<file path="config.mk">
export PLATFORM = sky130hd
export DESIGN_NAME = ahb_ram_bridge
export DESIGN_NICKNAME = d
export VERILOG_FILES = /design/src/rtl/ahb_ram_bridge_pkg.sv /design/src/rtl/ahb_ram_bridge_lane_decode.sv /design/src/rtl/ahb_ram_bridge.sv
export SDC_FILE = /design/constraint.sdc
export NUM_CORES = 1
export LEC_CHECK = 0
export ABC_AREA = 1
export CAP_MARGIN = 20
export CELL_PAD_IN_SITES_DETAIL_PLACEMENT = 0
export CELL_PAD_IN_SITES_GLOBAL_PLACEMENT = 1
export CORE_MARGIN = 2
export CORE_UTILIZATION = 26
export DETAILED_ROUTE_END_ITERATION = 12
export GPL_TIMING_DRIVEN = 0
export PLACE_DENSITY_LB_ADDON = 0.1
export SYNTH_ARGS = -nofsm -noshare
export SYNTH_HDL_FRONTEND = slang
export SYNTH_SLANG_ARGS = --single-unit
</file>
<file path="constraint.sdc">
create_clock -name clk -period 2.5 [get_ports clk]
set_input_delay 0.5 -clock clk [delete_from_list [all_inputs] [get_ports clk]]
set_output_delay 0.5 -clock clk [all_outputs]
set_load 0.05 [all_outputs]
</file>
<file path="src/rtl/ahb_ram_bridge_pkg.sv">
// rtl/ahb_ram_bridge_pkg.sv - shared encodings for the AHB-Lite RAM bridge
package ahb_ram_bridge_pkg;

  // Bridge FSM states (3-bit encoding)
  typedef enum logic [2:0] {
    ST_IDLE = 3'd0,
    ST_WR   = 3'd1,
    ST_RD   = 3'd2,
    ST_ERR1 = 3'd3,
    ST_ERR2 = 3'd4
  } state_e;

  // HSIZE encodings understood by the lane decoder
  localparam logic [2:0] HSIZE_BYTE = 3'd0;
  localparam logic [2:0] HSIZE_HALF = 3'd1;
  localparam logic [2:0] HSIZE_WORD = 3'd2;

endpackage

</file>
<file path="src/rtl/ahb_ram_bridge_lane_decode.sv">
// rtl/ahb_ram_bridge_lane_decode.sv - HSIZE/HADDR[1:0] to byte-lane strobes and misalign flag
module ahb_lane_decode
  import ahb_ram_bridge_pkg::*;
(
  input  logic [2:0] size_i,
  input  logic [1:0] addr_lo_i,
  output logic [3:0] lanes_o,
  output logic       misalign_o
);

  // Lanes ignore low address bits below the transfer alignment; oversize counts as word
  always_comb begin
    lanes_o    = 4'b1111;
    misalign_o = 1'b0;
    case (size_i)
      HSIZE_BYTE: lanes_o = 4'b0001 << addr_lo_i;
      HSIZE_HALF: begin
        lanes_o    = addr_lo_i[1] ? 4'b1100 : 4'b0011;
        misalign_o = addr_lo_i[0];
      end
      HSIZE_WORD: misalign_o = (addr_lo_i != 2'b00);
      default:    misalign_o = 1'b1;
    endcase
  end

endmodule

</file>
<file path="src/rtl/ahb_ram_bridge.sv">
// rtl/ahb_ram_bridge.sv - zero-wait AHB-Lite slave for byte-lane RAM; AHB_RAM_ALIGN_CHECK_EN enables ERROR on misaligned transfers
module ahb_ram_bridge
  import ahb_ram_bridge_pkg::*;
#(
  parameter int MEM_ADDR_WIDTH = 14
) (
  input  logic                      clk,
  input  logic                      rstn,
  input  logic                      HSEL,
  input  logic [31:0]               HADDR,
  input  logic [1:0]                HTRANS,
  input  logic [2:0]                HSIZE,
  input  logic                      HWRITE,
  input  logic                      HREADY,
  input  logic [31:0]               HWDATA,
  output logic                      HREADYOUT,
  output logic                      HRESP,
  output logic [31:0]               HRDATA,
  output logic [MEM_ADDR_WIDTH-1:0] ram_addr_in,
  output logic [MEM_ADDR_WIDTH-1:0] ram_addr_out,
  output logic [3:0]                ram_size_decode,
  output logic [31:0]               ram_data_in,
  input  logic [31:0]               ram_data_out
);

  localparam int AW = MEM_ADDR_WIDTH;

  state_e        state_q, state_d;
  logic [AW-1:0] waddr_q, waddr_d;
  logic [AW-1:0] raddr_q, raddr_d;
  logic [3:0]    wlanes_q, wlanes_d;
  logic          fwd_q, fwd_d;
  logic [31:0]   fwd_data_q, fwd_data_d;
  logic [3:0]    fwd_lanes_q, fwd_lanes_d;

  logic [3:0]    lanes;
  logic          misalign;
  logic          accept;
  logic          bad;
  logic          rd_addr_phase;
  logic          wr_acc;
  logic          rd_acc;
  logic [AW-1:0] haddr_word;
  logic          unused_bits;

  ahb_lane_decode u_lane_decode (
    .size_i     (HSIZE),
    .addr_lo_i  (HADDR[1:0]),
    .lanes_o    (lanes),
    .misalign_o (misalign)
  );

  // Upper address bits wrap within the RAM; HTRANS[0] (SEQ vs NONSEQ) is irrelevant here
  assign unused_bits = ^{HADDR[31:AW+2], HTRANS[0]};

  assign haddr_word = HADDR[AW+1:2];
  // ERR1 is the only wait state, so no address phase is sampled during it
  assign accept     = HSEL & HTRANS[1] & HREADY & (state_q != ST_ERR1);

`ifdef AHB_RAM_ALIGN_CHECK_EN
  assign bad = misalign;
`else
  logic unused_misalign;
  assign unused_misalign = misalign;
  assign bad = 1'b0;
`endif

  assign rd_addr_phase = accept & ~HWRITE;
  assign wr_acc        = accept & HWRITE & ~bad;
  assign rd_acc        = accept & ~HWRITE & ~bad;

  // RAM read port is registered, so its address goes out in the address phase
  assign ram_addr_out = rd_addr_phase ? haddr_word : raddr_q;
  assign ram_addr_in  = waddr_q;
  assign ram_data_in  = HWDATA;

  // State and datapath registers
  always_ff @(posedge clk or negedge rstn) begin
    if (!rstn) begin
      state_q     <= ST_IDLE;
      waddr_q     <= '0;
      raddr_q     <= '0;
      wlanes_q    <= 4'b0000;
      fwd_q       <= 1'b0;
      fwd_data_q  <= 32'h0;
      fwd_lanes_q <= 4'b0000;
    end else begin
      state_q     <= state_d;
      waddr_q     <= waddr_d;
      raddr_q     <= raddr_d;
      wlanes_q    <= wlanes_d;
      fwd_q       <= fwd_d;
      fwd_data_q  <= fwd_data_d;
      fwd_lanes_q <= fwd_lanes_d;
    end
  end

  // Next state: ERR1 always steps to ERR2, otherwise decided by the sampled address phase
  always_comb begin
    state_d = ST_IDLE;
    if (state_q == ST_ERR1) begin
      state_d = ST_ERR2;
    end else if (accept) begin
      if (bad)         state_d = ST_ERR1;
      else if (HWRITE) state_d = ST_WR;
      else             state_d = ST_RD;
    end
  end

  // Capture write address/lanes, last read address, and forwarding data for read-after-write
  always_comb begin
    waddr_d     = waddr_q;
    wlanes_d    = wlanes_q;
    raddr_d     = raddr_q;
    fwd_d       = 1'b0;
    fwd_data_d  = fwd_data_q;
    fwd_lanes_d = fwd_lanes_q;
    if (wr_acc) begin
      waddr_d  = haddr_word;
      wlanes_d = lanes;
    end
    if (rd_addr_phase) raddr_d = haddr_word;
    // The RAM reads the old word at the same edge the pending write commits
    if (rd_acc && (state_q == ST_WR) && (haddr_word == waddr_q)) begin
      fwd_d       = 1'b1;
      fwd_data_d  = HWDATA;
      fwd_lanes_d = wlanes_q;
    end
  end

  // Outputs decoded from the current state
  always_comb begin
    HREADYOUT       = (state_q != ST_ERR1);
`ifdef AHB_RAM_ALIGN_CHECK_EN
    HRESP           = (state_q == ST_ERR1) || (state_q == ST_ERR2);
`else
    HRESP           = 1'b0;
`endif
    ram_size_decode = (state_q == ST_WR) ? wlanes_q : 4'b0000;
    HRDATA          = 32'h0;
    if (state_q == ST_RD) begin
      for (int n = 0; n < 4; n++) begin
        HRDATA[8*n +: 8] = (fwd_q && fwd_lanes_q[n]) ? fwd_data_q[8*n +: 8]
                                                     : ram_data_out[8*n +: 8];
      end
    end
  end

endmodule

</file>
==> results_dict.tcl, run 1 <==
set metrics [dict create \
    status "completed" \
    die_h_um 128 \
    initial_utilization_pct 26.6 \
    path_cells "clkdlybuf4s50_1 > and3_2 > nand3_4 > buf_8 > buf_8 > o21ai_2 > buf_6" \
    worst_skew_pair.late_latency_ns 0.34 \
    fmax_mhz 413 \
    leakage_nw 3.36 \
    dp_hpwl_um 9610 \
    syn_area_um2 4030 \
    antenna_cells 0 \
    final_cell_mix "231 x nand2_1, 134 x clkdlybuf4s50_1, 72 x dfrtp_1" \
    synth_flop_cell "dfrtp_1" \
    fin_skew_ns 0.00656 \
    grt_use_total_pct 15.5 \
    arrival_ns 1.92 \
    rr_worst_depth 8 \
    clk_pin_slew_ns 0.06 \
    wirelength_um 12900 \
    rows 45 \
    slowest_stage "clkdlybuf4s50_1" \
    max_cap_violations 0 \
    grt-ovfl-total 0 \
    grt_max_degree 42 \
    path_common_cell "buf_8" \
    cts_made_buffers 9 \
    antenna_found_initial 0 \
    finalMaxSlewViolations 0 \
    grt_pass1_wl_um 19900 \
    period_minus_slack_ns 2.42 \
    synth_warnings 0 \
    vias 4080 \
    synth_nets 643 \
    ys_seq_area_share_pct 44.7 \
    firstDrtPassIters 4 \
    drc 0 \
    setup_viol 0 \
    pin_count 204 \
    critPathRequiredTime_ns 2.00 \
    root_buffer "clkbuf_16" \
    critPathBufInv 4 \
    coreArea_um2 15100 \
    post_drt_wl_per_cell_um 13.8 \
    critical_path_cell_count 7 \
    gp_congestion 0.761 \
    clock_path_buffers 2 \
    rsz0062_at_grt "false" \
    synth_top_cells_by_area "dfrtp_1 45%, nand2_1 22%, buf_4 6.5%, nand3_1 4.6%, a21oi_1 4.0%" \
    slew_headroom_pct 63.2 \
    hold_path.class "in2async" \
    portBuffers 185 \
    fp.dieArea_um2 16500 \
    synth_area_per_cell_um2 7.50 \
    initialDrtViolationCount 126 \
    ys_ff_latch 72 \
    met2_wirelength_um 6290 \
    clkSinkCount 72 \
    h-tree-depth 3 \
    critPathMaxFanout 10 \
    grt_pass1_vias 3999 \
    drive_above_1_share_pct 21.3 \
    synth-edff-count 0 \
    cts_tree "yes" \
    top_layer "met4" \
    tightest_slew_ns 0.550 \
    cts_hold_buf 0 \
    finalCritPeriodShare_pct 97.0 \
    final_common_cell "nand2_1" \
    vias_per_cell 4.39 \
    crit_family "buffers and inverters" \
    netlist_instances 537 \
    async_flop_share_pct 100 \
    synth_top_area_share_pct 44.7 \
    powerDensity_nw_per_um2 584 \
    wirelength_met1_um 5580 \
    areaGrowthSynthToFinish_pct 59.8 \
    hold_viol 0 \
    ys_types 26 \
    yosysTopAreaCell "dfrtp_1" \
    fin_nets 842 \
    critPathKind "in2out" \
    startpoint_type "input port" \
    max-vdd-ir-drop_mv 0.331 \
    holdWs_ns 0.0977 \
    power.total_mw 3.76 \
    ant_nets 0 \
    end_kind "output pin" \
    met3_length_um 865 \
    tns_ns 0 \
    worst_path_largest_cell_delay_ns 0.45 \
    die_w_um 128 \
]
==> per-layer routing <==
metal | track usage [%] | vias up
li1 | - | 2051
met1 | 19.1 | 1903
met2 | 26.3 | 116
met3 | 4.37 | 10
met4 | 4.72 | 0
met5 | 0 | -
==> cell usage after synthesis (2+ instances only) <==
cell and count:
clkbuf_1 4, nand2_4 2, nand2_2 4, nand2_1 232
nor2_4 2, nor2_8 2, o21ai_0 28, nand3_1 37
buf_6 9, dfrtp_1 72, a22oi_1 4, nor2_2 4
nor2_1 15, inv_1 39, a21oi_1 32, buf_2 2
buf_4 35, nand3_4 2, inv_2 5
==> worst paths after layout <==
kind	endpoint	start	slack, ns
hold / removal	ram_addr_in[6]	rstn	0.1
max in group asynchronous	fwd_data_q[15]	rstn	1.81
hold reg to reg	fwd_data_q[14]	fwd_data_q[14]	0.47
setup reg to reg	fwd_data_q[16]	state_q[0]	0.98
setup / recovery	ram_addr_out[2]	HSEL	0.08
min in group clk	fwd_data_q[14]	fwd_data_q[14]	0.47
==> final cells by class <==
type,count,area [µm²]
multi-input combinational,370,1720
sequential,72,1800
buffer,51,417
tap,188,235
fill,1589,8710
clock inverter,6,35.0
clock buffer,10,239
timing repair buffer,188,1820
inverter,44,165
==> logic make-up after synthesis <==
family | synth area share [%]
buffers and inverters | 13.9
AO/OA/AOI/OAI | 8.20
AND/OR/NAND/NOR | 33.1
other | 0.0931
flip-flops | 44.7
==> registers in the layout, indices dropped and copies added (netlist names) <==
register and count:
fwd_data_q 32, fwd_lanes_q 4, fwd_q 1, raddr_q 14
ram_addr_in 14, state_q 3, wlanes_q 4
==> repair_timing <==
| action | CTS | global route |
|---|---|---|
| endpoints found under the hold margin | 0 | 0 |
| setup buffers | 0 | 2 |
| setup endpoints to repair | 47 | 46 |
| resized for setup | 221 | 57 |
==> through the flow <==
stage	util, %	instance area [µm²]	setup slack [ns]	instances
3_5_place_dp	40.5	6130	-0.876	911
6_report	42.5	6440	0.0760	929
2_1_floorplan	-	4030	-0.327	537
3_3_place_gp	40.4	6120	-1.78	910
4_1_cts	43.0	6510	0.000457	927
5_1_grt	42.5	6440	0.000835	929
==> power breakdown <==
| group | internal, mW | switching, mW |
|---|---|---|
| logic | 0.472 | 0.760 |
| clock network | 0.691 | 0.510 |
| registers | 1.26 | 0.0680 |
(Power assumes the default switching activity.)
==> run 2, diff against run 1 <==
--- a/config.mk
+++ b/config.mk
@@ -6,11 +6,12 @@
 export NUM_CORES = 1
 export LEC_CHECK = 0
 export ABC_AREA = 1
+export ABC_CLOCK_PERIOD_IN_PS = 2500
 export CAP_MARGIN = 20
 export CELL_PAD_IN_SITES_DETAIL_PLACEMENT = 0
 export CELL_PAD_IN_SITES_GLOBAL_PLACEMENT = 1
 export CORE_MARGIN = 2
-export CORE_UTILIZATION = 26
+export CORE_UTILIZATION = 30
 export DETAILED_ROUTE_END_ITERATION = 12
 export GPL_TIMING_DRIVEN = 0
 export PLACE_DENSITY_LB_ADDON = 0.1
==> run 2 against run 1 <==
Compared with the run above:
- register-to-register slack lost 0.05 ns
- flip-flop and latch count is the same
- total power shrank 0.76%
- cell area grew 1.9%
==> results_dict.tcl, run 2 (synthesized netlist as in run 1, its figures left out) <==
set metrics [dict create \
    status "completed" \
    pin_count 204 \
    critical_path.startpoint "HSEL" \
    hold_viol 0 \
    place_area_um2 6130 \
    slew_headroom_pct 62.4 \
    root_buffer "clkbuf_16" \
    regMostFlops "fwd_data_q" \
    fp.dieArea_um2 14400 \
    critPathMaxFanout 10 \
    max_cap_violations 0 \
    pwr-share-seq_pct 35.6 \
    die_h_um 120 \
    finalMaxSlewViolations 0 \
    hold_path.class "in2async" \
    met3_length_um 546 \
    rr_worst_depth 8 \
    grt_pass1_vias 4062 \
    antenna_cells 0 \
    startpoint_type "input port" \
    top_layer "met4" \
    power_frac_comb_pct 33.2 \
    rows 42 \
    tightest_slew_ns 0.563 \
    worst_slack_ns 0.0457 \
    rsz0062_at_grt "true" \
    initialDrtViolationCount 168 \
    max-vdd-ir-drop_mv 0.442 \
    end_kind "output pin" \
    p_switching_mw 1.30 \
    antenna_found_initial 0 \
    fin_nets 844 \
    fmax_mhz 407 \
    die_w_um 120 \
    post_drt_wl_per_cell_um 13.3 \
    drc 0 \
    cts_hold_buf 0 \
    ff_latch_area_um2 1800 \
    worst_skew_pair.late_latency_ns 0.33 \
    fin_skew_ns 0.00448 \
    final_cell_mix "232 x nand2_1, 134 x clkdlybuf4s50_1, 72 x dfrtp_1" \
    wirelength_met1_um 5420 \
    grt_use_total_pct 17.5 \
    h-tree-depth 3 \
    critPathKind "in2out" \
    design_area_um2 6560 \
    vias 4026 \
    cts_made_buffers 9 \
    firstDrtPassIters 4 \
    rr_endpoint "fwd_data_q[14]" \
    period_minus_slack_ns 2.45 \
    drive_above_1_share_pct 20.9 \
    met2_wirelength_um 6080 \
    rrSetupSlack_ns 0.93 \
    reg2reg_from "state_q[0]" \
    areaGrowthSynthToFinish_pct 62.9 \
    gp_congestion 0.758 \
    fill_cells 1307 \
    final_common_cell "nand2_1" \
    initial_utilization_pct 30.5 \
    clock_power_share_pct 31.2 \
    p_sw_share_pct 34.8 \
    cts_tree "yes" \
    dp_hpwl_um 9180 \
    setup_viol 0 \
    multi_input_area_um2 1750 \
    grt_pass1_wl_um 20100 \
    vias_per_cell 4.38 \
    clock_path_buffers 2 \
    finalCritPeriodShare_pct 98.2 \
    grt-ovfl-total 0 \
    clkSinkCount 72 \
    ant_nets 0 \
    leakage_nw 3.38 \
    largest_register_ffs 32 \
    grt_max_degree 46 \
    powerDensity_nw_per_um2 569 \
    wirelength_um 12200 \
    clk_pin_slew_ns 0.05 \
    arrival_ns 1.95 \
    coreArea_um2 13200 \
    place_ws_ns -0.875 \
    portBuffers 185 \
    crit_end "ram_addr_out[12]" \
    power.internal_mw 2.43 \
    critPathRequiredTime_ns 2.00 \
]
run 2: cell count changes in the layout (fill, tap and decap cells not counted), moves of 2 or more:
cell and delta:
o21ai_4 +3, inv_1 +3, clkdlybuf4s15_2 +14, inv_2 -3
buf_6 -2, clkbuf_1 +2, o21ai_2 -2, buf_2 -14
buf_4 +3, clkinvlp_4 -2
run 2: worst min path at each step:
stage / startpoint / to / cells after the start
floorplan: rstn / fwd_data_q[0] / 0
global placement: fwd_data_q[11] / fwd_data_q[11] / 2
detailed placement: rstn / ram_addr_in[3] / 1
CTS: rstn / ram_addr_in[3] / 1
global route: rstn / raddr_q[12] / 1
finish: rstn / ram_addr_in[3] / 1
run 2: area by class of cell:
type	instances	area share [%]
well taps	176	3.36
clock buffers	12	3.76
clock inverters	4	0.305
repair buffers	190	29.6
inverters	44	2.52
plain buffers	51	6.35
flip-flops and latches	72	27.5
multi-input cells	370	26.6
run 2: power by group through the flow:
stage,clock network [mW],logic [mW],registers (mW)
after floorplan,0,0.574,1.48
after global placement,0,1.18,1.34
after detailed placement,0,1.20,1.34
after CTS,1.21,1.22,1.32
after global routing,1.26,1.32,1.34
final,1.17,1.24,1.33
run 2: layer usage:
metal / vias to the layer above / GRT usage [%]
met4: 0 / 5.74
met5: - / 0
li1: 2056 / -
met1: 1856 / 22.3
met3: 10 / 2.95
met2: 104 / 30.0
run 2: per-stage QoR:
stage / power [mW] / TNS [ns] / util, % / instances / hold slack (ns)
2_1_floorplan: 2.06 / -2.02 / - / 537 / 0.204
3_3_place_gp: 2.53 / -136.77 / 46.3 / 898 / 0.455
3_5_place_dp: 2.54 / -13.06 / 46.4 / 899 / 0.459
4_1_cts: 3.75 / 0 / 49.1 / 915 / 0.106
5_1_grt: 3.92 / -0.0687 / 49.7 / 919 / 0.118
6_report: 3.73 / 0 / 49.7 / 919 / 0.0975
run 2: what timing repair did:
action	in CTS	in global routing
gates cloned	0	0
buffers inserted	0	4
gates resized for setup	213	36
endpoints found under the setup margin	46	49
run 2: worst max-delay path, stage by stage:
cell and delay (ns):
clkdlybuf4s50_1 0.45, and3_4 0.21, nand3_4 0.12, clkbuf_4 0.26
o21ai_1 0.22, buf_6 0.19
==> edit (settings of run 2) <==
`MEM_ADDR_WIDTH`: 14 -> 15.
--- a/src/rtl/ahb_ram_bridge.sv
+++ b/src/rtl/ahb_ram_bridge.sv
@@ -2,7 +2,7 @@
 module ahb_ram_bridge
   import ahb_ram_bridge_pkg::*;
 #(
-  parameter int MEM_ADDR_WIDTH = 14
+  parameter int MEM_ADDR_WIDTH = 15
 ) (
   input  logic                      clk,
   input  logic                      rstn,
Interface: changed (resized ram_addr_in and ram_addr_out); port bits go from 204 to 206. No check against the original RTL was run, so the function may have changed too.
==> edit against run 2 <==
- die area down 0.54%
- sequential cell count up 2
- register-to-register slack worse by 0.15 ns
- power up 11%
- global-route usage up 0.11 points
- non-clock buffer count up 2
- synthesized area down 0.56%
- routed wire length up 2.6%
- setup slack about the same
- design area up 0.13%
- critical endpoint is now ram_addr_out[0]
- largest cell class unchanged
==> edit: results <==
INSERT INTO impl_metrics (metric_group, metric, value, unit) VALUES
('setup_path', 'worstRegToRegCells', '7', ''),
('pwr', 'power.switching_fraction', '0.3214', ''),
('global_routing', 'grt_max_degree', '60', ''),
('logic_synthesis', 'post_synth_main_area_contributors', 'dfrtp_1 46%, nand2_1 21%, buf_4 6.2%', ''),
('placement', 'gpl.final_weighted_congestion', '0.7914', ''),
('setup_path', 'reg2reg_setup_slack', '0.78', 'ns'),
('drt', 'detail_route.iter0.violations', '166', ''),
('logic_synthesis', 'synth_area_per_cell', '7.503', 'µm²'),
('pwr', 'peakVddDrop', '0.3565', 'mV'),
('global_routing', 'via_count_of_the_first_global_routing_pass', '4002', ''),
('logic_synthesis', 'synth_fp_nets', '640', ''),
('drt', 'wl', '12490', 'µm'),
('timing', 'slew-limit-headroom', '0.6196', ''),
('drt', 'routed-via-count', '4114', ''),
('drt', 'via_count_normalized_by_instance_count', '4.496', ''),
('floorplan', 'core-area', '13140', 'µm²'),
('outcome', 'run_status', 'completed', ''),
('timing', 'clock-skew-final', '0.008050', 'ns'),
('placement', 'io_buffer_count', '188', ''),
('pwr', 'leakage', '3.350', 'nW');
## edit: logic make-up after synthesis
| logic type | after synthesis | share of synthesized area |
|---|---|---|
| AND/OR/NAND/NOR | 292 | 0.3164 |
| other | 1 | 0.0009360 |
| AO/OA/AOI/OAI | 66 | 0.08495 |
| XOR/XNOR | 1 | 0.002187 |
| flip-flops | 74 | 0.4622 |
| buffers and inverters | 100 | 0.1334 |
## edit: area by class of cell
cell class	instances	area [µm²]
fill	1336	6568
timing repair buffer	189	1944
sequential	74	1852
multi-input combinational	360	1654
buffer	54	374.1
clock buffer	11	252.7
tap	176	220.2
inverter	46	172.7
clock inverter	5	100.1
## edit: repair_timing
item | in CTS | in global routing
gates cloned | 0 | 0
setup buffers | 0 | 0
setup endpoints to repair | 47 | 51
resized for setup | 213 | 49
## edit: metrics by stage
| stage | hold WS (ns) | instance area, µm² | total power [W] |
|---|---|---|---|
| global route | 0.04019 | 6570 | 0.004320 |
| finish | 0.03918 | 6570 | 0.004129 |
| global placement | 0.4574 | 6108 | 0.002595 |
| detailed placement | 0.3864 | 6133 | 0.002608 |
| floorplan | 0.2044 | 4006 | 0.002107 |
| CTS | 0.03457 | 6499 | 0.004140 |
## edit: power by group through the flow
| stage | Clock (W) | Sequential (W) | Combinational, W |
|---|---|---|---|
| after global placement | 0 | 0.00138 | 0.00121 |
| after detailed placement | 0 | 0.00138 | 0.00123 |
| after CTS | 0.00156 | 0.00136 | 0.00122 |
| after floorplan | 0 | 0.00153 | 0.000573 |
| after global routing | 0.00161 | 0.00138 | 0.00133 |
| final | 0.00151 | 0.00136 | 0.00125 |
## edit: how the worst max path moves through the flow
| stage | startpoint | end | slack, ns | cells after the start |
|---|---|---|---|---|
| 2_1_floorplan | state_q[1] | ram_addr_out[0] | -0.20 | 4 |
| 3_3_place_gp | rstn | ram_addr_in[9] | -1.78 | 1 |
| 3_5_place_dp | HSEL | ram_addr_out[3] | -0.83 | 6 |
| 4_1_cts | HSEL | ram_addr_out[3] | 0.0005 | 6 |
| 5_1_grt | HREADY | ram_addr_out[0] | -0.05 | 6 |
| 6_report | HSEL | ram_addr_out[0] | 0.05 | 6 |
## edit: worst max-delay path: cells and delay by family
family / cells / cell delay [ns]
AO/OA/AOI/OAI: 1 / 0.23
AND/OR/NAND/NOR: 2 / 0.33
buffers and inverters: 3 / 0.88
## edit: per-layer routing
metal	routed length (µm)	track usage	vias to the layer above
met2	6275	0.3075	116
li1	-	-	2088
met3	646	0.04087	4
met4	63	0.04412	0
met5	0	0	-
met1	5505	0.2191	1906
